## src/rtl/calculadora_param.sv

```systemverilog
// Sequential calculator: add, |A-B|, shift-add multiply and restoring divide on W-bit operands.
// Defining CALCULADORA_SIGN_EN adds output neg, flagging A<B on a subtraction.
module calculadora_param #(
  parameter int W = 4
) (
  input  logic           clk,
  input  logic           rst,
  input  logic           start,
  input  logic [1:0]     sel,
  input  logic [W-1:0]   A,
  input  logic [W-1:0]   B,
  output logic [2*W-1:0] result,
  output logic [W-1:0]   resto,
  output logic           busy,
  output logic           done,
  output logic           div_zero
`ifdef CALCULADORA_SIGN_EN
  ,
  output logic           neg
`endif
);

  localparam int CW = $clog2(W + 1);

  typedef enum logic [1:0] {
    IDLE = 2'd0,
    CALC = 2'd1,
    FIM  = 2'd2
  } state_t;

  state_t         state_r;
  logic [W-1:0]   a_r;
  logic [W-1:0]   b_r;
  logic [1:0]     sel_r;
  logic [CW-1:0]  cnt_r;
  logic [2*W-1:0] acc_r;
  logic [2*W-1:0] mcand_r;
  logic [W-1:0]   mplier_r;
  logic [W-1:0]   rem_r;
  logic [W-1:0]   quot_r;

  logic [2*W-1:0] mul_acc_s;
  logic [W:0]     r_shift_s;
  logic [W:0]     diff_s;
  logic           q_bit_s;
  logic [W-1:0]   rem_next_s;
  logic [W-1:0]   quot_next_s;
  logic [W-1:0]   abs_s;
  logic           last_s;
  logic           fin_s;
  logic [2*W-1:0] res_s;
  logic [W-1:0]   rem_out_s;
  logic           dz_s;

  // One iteration step of both datapaths plus the completion decision for the current op.
  always_comb begin
    mul_acc_s   = acc_r + (mplier_r[0] ? mcand_r : {(2*W){1'b0}});
    r_shift_s   = {rem_r, quot_r[W-1]};
    diff_s      = r_shift_s - {1'b0, b_r};
    q_bit_s     = ~diff_s[W];
    rem_next_s  = q_bit_s ? diff_s[W-1:0] : r_shift_s[W-1:0];
    quot_next_s = {quot_r[W-2:0], q_bit_s};
    abs_s       = (a_r >= b_r) ? (a_r - b_r) : (b_r - a_r);
    last_s      = (cnt_r == CW'(W - 1));
    fin_s       = 1'b0;
    res_s       = {(2*W){1'b0}};
    rem_out_s   = {W{1'b0}};
    dz_s        = 1'b0;
    case (sel_r)
      2'b00: begin
        fin_s = 1'b1;
        res_s = {{W{1'b0}}, a_r} + {{W{1'b0}}, b_r};
      end
      2'b01: begin
        fin_s = 1'b1;
        res_s = {{W{1'b0}}, abs_s};
      end
      2'b10: begin
        if (last_s) begin
          fin_s = 1'b1;
          res_s = mul_acc_s;
        end else begin
          fin_s = 1'b0;
        end
      end
      2'b11: begin
        if (b_r == {W{1'b0}}) begin
          fin_s = 1'b1;
          dz_s  = 1'b1;
        end else if (last_s) begin
          fin_s     = 1'b1;
          res_s     = {{W{1'b0}}, quot_next_s};
          rem_out_s = rem_next_s;
        end else begin
          fin_s = 1'b0;
        end
      end
      default: fin_s = 1'b1;
    endcase
  end

  // Control FSM with registered outputs; datapath registers only advance while in CALC.
  always_ff @(posedge clk or posedge rst) begin
    if (rst) begin
      state_r  <= IDLE;
      a_r      <= {W{1'b0}};
      b_r      <= {W{1'b0}};
      sel_r    <= 2'b00;
      cnt_r    <= {CW{1'b0}};
      acc_r    <= {(2*W){1'b0}};
      mcand_r  <= {(2*W){1'b0}};
      mplier_r <= {W{1'b0}};
      rem_r    <= {W{1'b0}};
      quot_r   <= {W{1'b0}};
      result   <= {(2*W){1'b0}};
      resto    <= {W{1'b0}};
      busy     <= 1'b0;
      done     <= 1'b0;
      div_zero <= 1'b0;
`ifdef CALCULADORA_SIGN_EN
      neg      <= 1'b0;
`endif
    end else begin
      case (state_r)
        IDLE: begin
          done <= 1'b0;
          if (start) begin
            a_r      <= A;
            b_r      <= B;
            sel_r    <= sel;
            cnt_r    <= {CW{1'b0}};
            acc_r    <= {(2*W){1'b0}};
            mcand_r  <= {{W{1'b0}}, A};
            mplier_r <= B;
            rem_r    <= {W{1'b0}};
            quot_r   <= A;
            div_zero <= 1'b0;
            busy     <= 1'b1;
            state_r  <= CALC;
          end else begin
            state_r  <= IDLE;
          end
        end
        CALC: begin
          if (fin_s) begin
            result   <= res_s;
            resto    <= rem_out_s;
            div_zero <= dz_s;
`ifdef CALCULADORA_SIGN_EN
            neg      <= (sel_r == 2'b01) && (a_r < b_r);
`endif
            busy     <= 1'b0;
            done     <= 1'b1;
            state_r  <= FIM;
          end else begin
            cnt_r    <= cnt_r + CW'(1);
            acc_r    <= mul_acc_s;
            mcand_r  <= {mcand_r[2*W-2:0], 1'b0};
            mplier_r <= {1'b0, mplier_r[W-1:1]};
            rem_r    <= rem_next_s;
            quot_r   <= quot_next_s;
          end
        end
        FIM: begin
          done    <= 1'b0;
          state_r <= IDLE;
        end
        default: begin
          busy    <= 1'b0;
          done    <= 1'b0;
          state_r <= IDLE;
        end
      endcase
    end
  end

endmodule

```

## config.mk

```make
export PLATFORM = sky130hd
export DESIGN_NAME = calculadora_param
export DESIGN_NICKNAME = d
export VERILOG_FILES = /design/src/rtl/calculadora_param.sv
export SDC_FILE = /design/constraint.sdc
export NUM_CORES = 1
export LEC_CHECK = 0
export ABC_AREA = 1
export CORE_UTILIZATION = 55
export DETAILED_ROUTE_END_ITERATION = 7
export PLACE_DENSITY = 0.8
export RECOVER_POWER = 100
export SYNTH_ARGS = -nofsm -noshare
export SYNTH_HDL_FRONTEND = slang
export SYNTH_SLANG_ARGS = --single-unit
```

## constraint.sdc

```tcl
create_clock -name clk -period 2.8 [get_ports clk]
set_input_delay 0.42 -clock clk [delete_from_list [all_inputs] [get_ports clk]]
set_output_delay 0.42 -clock clk [all_outputs]
set_load 0.02 [all_outputs]
```

# --- Word-level counts from Yosys, hierarchy flattened ---
# Index checks and enable logic that the tools add are counted.
op_classes:
  n_addsub: 6
  magnitude_cmp: 1
  n_eq_ne: 9
  n_mux: 44
  n_bitwise: 2
  n_reduce_logical: 10
ops:
  columns: ["cell", "n"]
  rows:
  - ["two-way mux 4 bit", 13]
  - ["two-way mux 8 bit", 6]
  - ["case mux 8 bit (2 select lines)", 2]
  - ["case mux 8 bit (4 select lines)", 1]
  - ["case mux 4 bit (2 select lines)", 3]
  - ["two-way mux 1 bit", 11]
  - ["AND reduction 3 bit", 3]
  - ["adder 8 bit", 1]
  - ["subtractor 4 bit", 2]
  - ["equality test 2 bit (second input constant)", 3]
  - ["two-way mux 3 bit", 2]
  - ["inequality test 2 bit (second input constant)", 3]
  - ["case mux 1 bit (3 select lines)", 2]
  - ["case mux 3 bit (2 select lines)", 1]
  - ["adder 4 x 4 -> 5 bit", 1]
  - ["subtractor 5 x 4 -> 5 bit", 1]
  - ["equality test 2 x 1 -> 1 bit (second input constant)", 2]
  - [">= comparator 4 bit", 1]
  - ["zero test 2 bit", 2]
  - ["zero test 4 bit", 1]
  - ["case mux 2 bit (2 select lines)", 1]
  - ["AND reduction 2 bit", 2]
  - ["adder 3 x 1 -> 3 bit (second input constant)", 1]
  - ["equality test 3 x 2 -> 1 bit (second input constant)", 1]
  - ["other kinds (5)", 6]
word_totals:
  reg_bits: 58

# --- Longest topological paths before layout ---
logic_depth:
  word_depth: 6
  ltp_mapped: 14
  ltp_nobuf: 14

# --- Least setup slack after synthesis ---
# OpenSTA, ideal clock, no wires.
synth_path:
  path_kind: "reg2reg"
  startpoint: "register b_r[1]"
  endpoint: "register rem_r[1]"
  setup_ps: 122
  arrival_time_ps: 1761
  t_required_ps: 2678
  setup_slack_ps: 917
  path_stages_with_launch: 10
  path_cell_list: "dfrtp_1 > inv_1 > fa_1 > nand3_1 > nand3_1 > nand2_2 > inv_1 > or2_1 > nand3_1 > o21ai_1"
synth_between:
  elab_chain_len: 5
synth_rtl:
  columns: ["element", "line_no", "text"]
  rows:
  - ["start, declared", "33", "logic [W-1:0] b_r;"]
  - ["start signal, assigned", "107", "b_r <= {W{1'b0}};"]
  - ["branches (longest 5 deep; another with subtractor 5 x 4 -> 5 bit)", null, null]
  - ["end signal, assigned", "113", "rem_r <= {W{1'b0}};"]
  - ["end signal, assigned", "135", "rem_r <= {W{1'b0}};"]
  - ["end signal, assigned", "160", "rem_r <= rem_next_s;"]
  - ["end, declared", "39", "logic [W-1:0] rem_r;"]
# Several ways; the timed one is not identified. The select of a mux whose other input is x is not followed.
# A chain may end at the register's enable or synchronous reset.

# --- Worst setup path in the final report ---
layout_path:
  startpoint: "register cnt_r[0]"
  endpoint: "register cnt_r[0]"
layout_between:
  elab_chain_len: 6
layout_rtl:
  columns: ["element", "line_no", "text"]
  rows:
  - ["start, declared", "35", "logic [CW-1:0] cnt_r;"]
  - ["start signal, assigned", "109", "cnt_r <= {CW{1'b0}};"]
  - ["start signal, assigned", "131", "cnt_r <= {CW{1'b0}};"]
  - ["start signal, assigned", "156", "cnt_r <= cnt_r + CW'(1);"]
  - ["equality test 3 x 2 -> 1 bit", "64", "last_s = (cnt_r == CW'(W - 1));"]
  - ["two-way mux 1 bit", "79, 90", null]
  - ["two-way mux 1 bit", "87", "if (b_r == {W{1'b0}}) begin"]
  - ["case mux 1 bit (3 select lines)", "69", "case (sel_r)"]
  - ["inequality test 2 bit (no line)", null, null]
  - ["AND reduction 3 bit (no line)", null, null]
# Parallel ways exist; a longest one is shown, timed or not. The select of a mux whose other input is x is not followed.

==> impl_metrics.yaml <==
die:
  num_rows: 28
  dieArea_sq_um: 6581
  core_sq_um: 5991
  pin_count: 28
  start_util_pct: 57.48
  die_w_microns: 81.13
  fp.dieH_microns: 81.13
grt:
  grt_pass1_wl_mm: 13.41
  grt_pass1_vias: 2839
  grt_overflow: 0
  grt_max_degree: 35
  track_usage_pct: 27.56
  antenna_found_initial: 0
synthesis:
  ys_types: 40
  synth_area_leader_cell: "dfrtp_1"
  ys_warn_count: 0
  ys.flop_type: "dfrtp_1"
  syn_inst: 435
  syn_area_sq_um: 3443
  synth-edff-count: 0
  synthArstFlopShare_pct: 100.0
  netlist.area_leader.share_pct: 41.42
  ys_seq_elements: 57
  syn_area_per_cell_sq_um: 7.916
  synth.area.top_cells: "dfrtp_1 (41%), nand2_1 (15%), ha_1 (8.7%)"
  synth_seq_area_share_pct: 41.42
  synth_nets: 477
critical_path:
  crit_fanout: 34
  endpoint_kind: "flip-flop"
  critPathKind: "reg -> reg"
  worstPathRequired_ns: 3.01
  worstPathArrival_ns: 2.55
  critPathLaunchType: "flip-flop"
sta:
  fmax_ghz: 0.4265
  setup_violations: 0
  hold_violations: 0
  finClkSkew_ns: 0.007095
  slew_headroom_pct: 32.24
  finalCriticalPeriod_ns: 2.345
  period_share_pct: 83.74
  setup_ws_ns: 0.4552
  finalSetupTns_ns: 0
  report.final.slew_viol_count: 0
  grt_setup_unrepaired: "false"
  tightestPinTransition_ns: 1.015
flow_run:
  cap_viol_max_count: 0
layout:
  final_cell_mix: "nand2_1 (144), dfrtp_1 (57), inv_1 (56)"
  layout_commonest_cell: "nand2_1"
  area_delta_synth_final_pct: 13.48
  final_nets: 506
  antenna_cells: 0
  drive_gt1_share_pct: 4.904
placement:
  place_ws_ns: 0.6700
  place.gp.congestion: 0.9316
  port_buffers: 27
  place_hpwl_mm: 5.922
cts:
  cts_resized: 0
  tritoncts: "yes"
  cts-root-buf: "clkbuf_8"
  clkSinkCount: 57
  h-tree-depth: 3
  postCtsSetupBuffers: 0
  cts_hold_buffers: 0
  clockBufferDepth: 2
  clk_pin_slew_worst_paths_ns: 0.07
  cts_made_buffers: 9
  clock_latency_ns: 0.33
power_and_ir_drop:
  p_leak_uw: 0.002103
  vdd_drop_max_mv: 0.5772
  p_per_area_nw_per_um2: 1155
routing:
  wl_per_cell_microns: 14.20
  vias: 2917
  drt_pass1_iterations: 5
  drc: 0
  first_iter_violations: 177
  viasPerCell: 5.362
  wl_mm: 7.726
  ant_nets: 0
outcome:
  status: "finished, final reports clean"
hold_path:
  min_path_type: "reg -> reg"
Yosys cell counts, types with 4 or more instances:
cell and count:
nand3_1 31, o21ai_0 21, nor2_1 27, inv_1 54
nand2_1 142, a21oi_1 10, dfrtp_1 57, nand3b_1 4
xor2_1 4, fa_1 5, a31oi_1 7, ha_1 24
o21ai_1 8
layer usage:
metal / global-route usage, % / share of wire (%) / vias to the layer above
met1: 38.09 / 48 / 1378
met4: 12.50 / 1.9 / 0
met2: 42.27 / 46 / 69
met5: 0 / 0 / -
met3: 4.831 / 4.1 / 17
li1: - / - / 1453
registers in the layout, indices dropped and copies added (netlist names), 3 cells and up:
signal and flops:
result 8, rem_r 4, b_r 4, cnt_r 3, mplier_r 4, a_r 4
mcand_r 8, acc_r 8, resto 4, quot_r 4
final timing paths:
kind	startpoint	end	slack (ns)	cells after the start
min in group asynchronous	rst	acc_r[2]$_DFFE_PP0P_	0.76	2
worst max-delay path	cnt_r[0]$_DFFE_PP0P_	cnt_r[0]$_DFFE_PP0P_	0.46	8
worst max register to register	cnt_r[0]$_DFFE_PP0P_	cnt_r[0]$_DFFE_PP0P_	0.46	8
worst min register to register	result[5]$_DFFE_PP0P_	result[5]$_DFFE_PP0P_	0.47	2
worst min-delay path	result[5]$_DFFE_PP0P_	result[5]$_DFFE_PP0P_	0.47	2
max in group asynchronous	rst	div_zero$_DFFE_PP0P_	0.81	3
power by group:
group,internal (uW),total [uW],switching (uW)
clock,432,764,333
sequential,1120,1360,245
combinational,838,2390,1550
final cells by class:
cell class | instances | area, sq um
sequential | 57 | 1426
multi-input combinational | 309 | 1689
inverter | 58 | 220.2
fill | 507 | 2083
clock inverter | 5 | 55.05
clock buffer | 11 | 141.4
timing repair buffer | 29 | 281.5
tap | 75 | 93.84
cells by family (layout without fill, tap and decap cells):
| group | Yosys count | in the layout | share of synthesized area [%] |
|---|---|---|---|
| xor+xnor | 7 | 7 | 1.781 |
| simple gates | 218 | 218 | 27.62 |
| flops | 57 | 57 | 41.42 |
| fa+ha+maj | 29 | 29 | 11.63 |
| compound gates | 55 | 55 | 8.939 |
| buf+inv | 69 | 103 | 8.611 |
per-stage QoR:
| step | cell area, sq um | hold WS, ns | power (uW) | util, % | std cells |
|---|---|---|---|---|---|
| after detailed placement | 3746 | 0.4660 | 3800 | 62.53 | 528 |
| after global placement | 3746 | 0.4607 | 3719 | 62.53 | 528 |
| after global routing | 3908 | 0.5062 | 4938 | 65.23 | 544 |
| after CTS | 3943 | 0.4833 | 4574 | 65.81 | 544 |
| final | 3908 | 0.4710 | 4513 | 65.23 | 544 |
| after floorplan | 3443 | 0.4422 | 3228 | - | 435 |
worst max-delay path, stage by stage, from the launching register on:
cell	delay [ns]
dfrtp_1	0.40
ha_1	0.20
ha_1	0.19
inv_1	0.13
nand4_1	0.34
nand2_4	0.41
inv_1	0.33
nand2_1	0.12
o21ai_0	0.09
Note: power is estimated with default switching activity, not from simulation.
